==> src/rtl/ntt_bf_pipe.sv <==
// Pipelined modular NTT butterfly: Cooley-Tukey (mode 0) or Gentleman-Sande (mode 1).
// A result appears three edges after its operands are accepted; one global stall holds every stage.
module ntt_bf_pipe #(
    parameter int unsigned W = 23,
    parameter int unsigned Q = 8380417
) (
    input  logic         clk,
    input  logic         rst,
    input  logic         in_valid,
    output logic         in_ready,
    input  logic         mode,
    input  logic [W-1:0] X,
    input  logic [W-1:0] Y,
    input  logic [W-1:0] TF,
    output logic         out_valid,
    input  logic         out_ready,
    output logic [W-1:0] A,
    output logic [W-1:0] B,
    output logic         busy
);

    localparam logic [W:0]     Q1 = (W+1)'(Q);
    localparam logic [2*W-1:0] Q2 = (2*W)'(Q);

    function automatic logic [W-1:0] add_mod(input logic [W-1:0] a, input logic [W-1:0] b);
        logic [W:0] s;
        s = {1'b0, a} + {1'b0, b};
        if (s >= Q1)
            s = s - Q1;
        return W'(s);
    endfunction

    // A negative difference is corrected by a single addition of Q.
    function automatic logic [W-1:0] sub_mod(input logic [W-1:0] a, input logic [W-1:0] b);
        if (a >= b)
            return a - b;
        return W'({1'b0, a} + Q1 - {1'b0, b});
    endfunction

    logic           advance;
    logic [W-1:0]   pre_x;
    logic [W-1:0]   pre_m;

    logic           s1_v, s1_mode;
    logic [W-1:0]   s1_x, s1_m, s1_tf;
    logic           s2_v, s2_mode;
    logic [W-1:0]   s2_x;
    logic [2*W-1:0] s2_p;
    logic           s3_v, s3_mode;
    logic [W-1:0]   s3_x, s3_t;

    assign advance  = !out_valid || out_ready;
    assign in_ready = advance;
    assign busy     = s1_v || s2_v || s3_v || out_valid;

    // Gentleman-Sande forms the sum and difference before the multiply.
    always_comb begin
        pre_x = X;
        pre_m = Y;
        if (mode) begin
            pre_x = add_mod(X, Y);
            pre_m = sub_mod(X, Y);
        end
    end

    always_ff @(posedge clk or posedge rst) begin
        if (rst) begin
            s1_v    <= 1'b0;
            s1_mode <= 1'b0;
            s1_x    <= '0;
            s1_m    <= '0;
            s1_tf   <= '0;
            s2_v    <= 1'b0;
            s2_mode <= 1'b0;
            s2_x    <= '0;
            s2_p    <= '0;
            s3_v    <= 1'b0;
            s3_mode <= 1'b0;
            s3_x    <= '0;
            s3_t    <= '0;
        end else if (advance) begin
            s1_v    <= in_valid;
            s1_mode <= mode;
            s1_x    <= pre_x;
            s1_m    <= pre_m;
            s1_tf   <= TF;

            s2_v    <= s1_v;
            s2_mode <= s1_mode;
            s2_x    <= s1_x;
            s2_p    <= {{W{1'b0}}, s1_m} * {{W{1'b0}}, s1_tf};

            // The whole 2W-bit product is reduced, so the remainder is exact.
            s3_v    <= s2_v;
            s3_mode <= s2_mode;
            s3_x    <= s2_x;
            s3_t    <= W'(s2_p % Q2);
        end
    end

    always_ff @(posedge clk or posedge rst) begin
        if (rst) begin
            out_valid <= 1'b0;
            A         <= '0;
            B         <= '0;
        end else if (advance) begin
            out_valid <= s3_v;
            A         <= s3_mode ? s3_x : add_mod(s3_x, s3_t);
            B         <= s3_mode ? s3_t : sub_mod(s3_x, s3_t);
        end
    end

endmodule

==> config.mk <==
export PLATFORM = sky130hd
export DESIGN_NAME = ntt_bf_pipe
export DESIGN_NICKNAME = d
export VERILOG_FILES = /design/src/rtl/ntt_bf_pipe.sv
export SDC_FILE = /design/constraint.sdc
export NUM_CORES = 2
export LEC_CHECK = 0
export ABC_AREA = 1
export CORE_UTILIZATION = 35
export DETAILED_ROUTE_END_ITERATION = 12
export GPL_ROUTABILITY_DRIVEN = 1
export PLACE_DENSITY_LB_ADDON = 0.2
export SETUP_SLACK_MARGIN = 0.1
export SYNTH_ARGS = -nofsm -noshare
export SYNTH_HDL_FRONTEND = slang
export SYNTH_SLANG_ARGS = --single-unit
==> constraint.sdc <==
create_clock -name clk -period 50.3 [get_ports clk]
set_input_delay 15.09 -clock clk [delete_from_list [all_inputs] [get_ports clk]]
set_output_delay 15.09 -clock clk [all_outputs]
set_load 0.02 [all_outputs]
==> out/metrics.cfg <==
[clock_network]
cts_buffer_depth = 3
cts_resized = 0
clock_latency_ns = 0.63
cts_tree = done
cts.sinks = 237
numCtsBuffers = 29
clkTransAtPathRegs_ns = 0.06
postCtsHoldBufs = 0
h-tree-depth = 1
cts_root_buffer = clkbuf_16
post_cts_buffers = 0

[worst_setup_path]
crit_path_start_kind = input pin
endpoint = in_ready
path_buf_inv = 3
crit_chain = clkdlybuf4s50_1 > nor2_4 > inv_8 > clkdlybuf4s50_1
crit_required_ns = 35.21
r2r-start = s2_p[24]
r2r_cells = 181
crit_fanout = 146
slowest_delay_ns = 0.76
crit_arrival_ns = 17.14
rrSetupSlack_ns = 18.77
critPathSlowestCell = clkdlybuf4s50_1
critPathCaptureType = output pin
worstSetupStartpoint = out_ready
crit_family = buffers and inverters
path_common_cell = clkdlybuf4s50_1
crit_type = input pin to output pin
reg2reg_to = s3_t[19]
cp.depth = 4

[placed_design]
pre_cts_ws_ns = 18.12
dpl.hpwl_mm = 139
place_area_um2 = 64200
gp_congestion = 0.898
portBuffers = 122

[global_routing]
grt.total_usage = 0.190
grt_max_degree = 147
grt_overflow_total = 0
antenna_found_initial = 7
grt_pass1_wl_mm = 287
grt_pass1_vias = 55900

[drt]
first_pass_iters = 8
vias = 56200
drt_first_iter_violations = 3012
final_antenna_net_count = 0
route.detailed.drc = 0
wl_per_cell_um = 14.7
via_per_inst = 4.84
wl_mm = 171

[layout]
finalNetCount = 10100
fin_area_um2 = 65200
syn_to_final_growth_pct = 5.08
multi_input_area_um2 = 47400
drive_gt1_frac = 0.151
fillers = 19300
regArea_um2 = 5930

[synth]
yosys.area.top_type_share = 0.152
synth_warnings = 0
synthAdderAreaFrac = 0.218
synth_area_leaders = nand2_1 15%, fa_1 15%, dfrtp_1 9.6%
synth_top_family_by_area = simple AND/OR/NAND/NOR gates
avgSynthCellArea_um2 = 6.64
yosys.area.top_type = nand2_1
synth_seq_cells = 237
async_flop_share = 1.00
synthMuxAreaShare = 0
ys_types = 83
yosysMostFrequentCell = nand2_1
synthSimpleGateAreaFrac = 0.431
syn_nets = 10200
synth-compound-area-share = 0.0788
dominantRegCellSynth = dfrtp_1
synth_edf_count = 0
syn_inst = 9344
synth_area_um2 = 62000
synth-seq-area-share = 0.0957
synthXorXnorAreaFrac = 0.0361
synth_common_cells = 2506 x nand2_1, 1481 x inv_1, 697 x nor2_1

[floorplanning]
die_h_um = 423
io-pin-count = 123
placementRows = 154
core_area_um2 = 176000
die_area_um2 = 179000
die_w_um = 423
start_util = 0.352

[sta]
fin_crit_ns = 32.23
layout_setup_ws_ns = 18.07
setup_viol = 0
rsz0062_at_grt = false
worst_slew_pin_slew_ns = 1.32
final-hold-violation-count = 0
hold_slack_ns = 0.471
fin_skew_ns = 0.0296
fmax_ghz = 0.0310
maxSlewViolCount = 0
final.setup.tns_ns = 0
period_share = 0.641
slew_headroom = 0.119

[job]
max-cap-violations = 0

[hold_path]
hold_depth = 2
holdCritPathClass = register to register

[run_status]
status = complete, no violations

## per-stage QoR
step / cells / utilization
after floorplan: 9344 / -
after global placement: 11600 / 0.364
after detailed placement: 11600 / 0.364
after CTS: 11600 / 0.370
after global routing: 11600 / 0.370
final: 11600 / 0.370
## routing by layer
| metal | global-route usage | up-vias | share of wire |
|---|---|---|---|
| li1 | - | 28600 | - |
| met1 | 0.257 | 26700 | 0.48 |
| met2 | 0.335 | 721 | 0.48 |
| met3 | 0.00812 | 153 | 0.024 |
| met4 | 0.0383 | 2 | 0.017 |
| met5 | 0 | - | 0.000076 |
## flip-flops by register name, indices dropped and copies added (netlist names)
name	cells
s3_mode	1
s3_t	23
s1_x	23
s1_mode	1
A	23
B	23
s2_p	46
s2_v	1
s3_x	23
s2_mode	1
out_valid	1
s2_x	23
s1_v	1
s1_tf	23
s1_m	23
s3_v	1
## logic make-up (layout without fill, tap and decap cells)
kind of cell,after synthesis,after routing
AO/OA/AOI/OAI,856,856
XOR/XNOR,255,255
adder cells (fa/ha/maj),802,802
buffers and inverters,1940,1867
flip-flops,237,237
other,0,2
AND/OR/NAND/NOR,5254,5254
## cells in the final DEF (no fill, tap or decap), types with 102 or more instances in the layout
cell type / count
nand2_1: 2506
ha_1: 336
a21oi_1: 229
clkdlybuf4s50_1: 122
nor2_2: 116
fa_1: 466
nand4_1: 120
nand3_1: 693
inv_2: 102
nand2_4: 253
o21ai_0: 370
nand3_2: 124
inv_1: 1479
nor2_1: 696
xor2_1: 213
nand2_2: 461
dfrtp_1: 235
## how the worst min path moves through the flow
stage / start / slack (ns) / endpoint
after CTS: s2_x[22] / 0.47 / s3_x[22]
after global placement: s2_x[22] / 0.46 / s3_x[22]
after floorplan: s2_x[22] / 0.44 / s3_x[22]
final: s2_x[22] / 0.47 / s3_x[22]
after global routing: B[19] / 0.50 / B[19]
after detailed placement: s2_x[22] / 0.46 / s3_x[22]
## tightest hold or removal path: cells and delay by family (launching register included)
kind | cells | cell delay [ns]
simple gates | 2 | 0.11
flops | 1 | 0.34
## cell type report
cell class	instances	share of cell area
diodes	2	0.0000768
clock buffers	38	0.0123
clock inverters	15	0.00280
well taps	2340	0.0449
multi-input cells	7167	0.728
inverters	1642	0.0966
repair buffers	172	0.0245
flip-flops and latches	237	0.0911
Power is left out: the tool's default activity adds up to more than one toggle a clock period on the data nets, which glitch-free logic cannot reach.
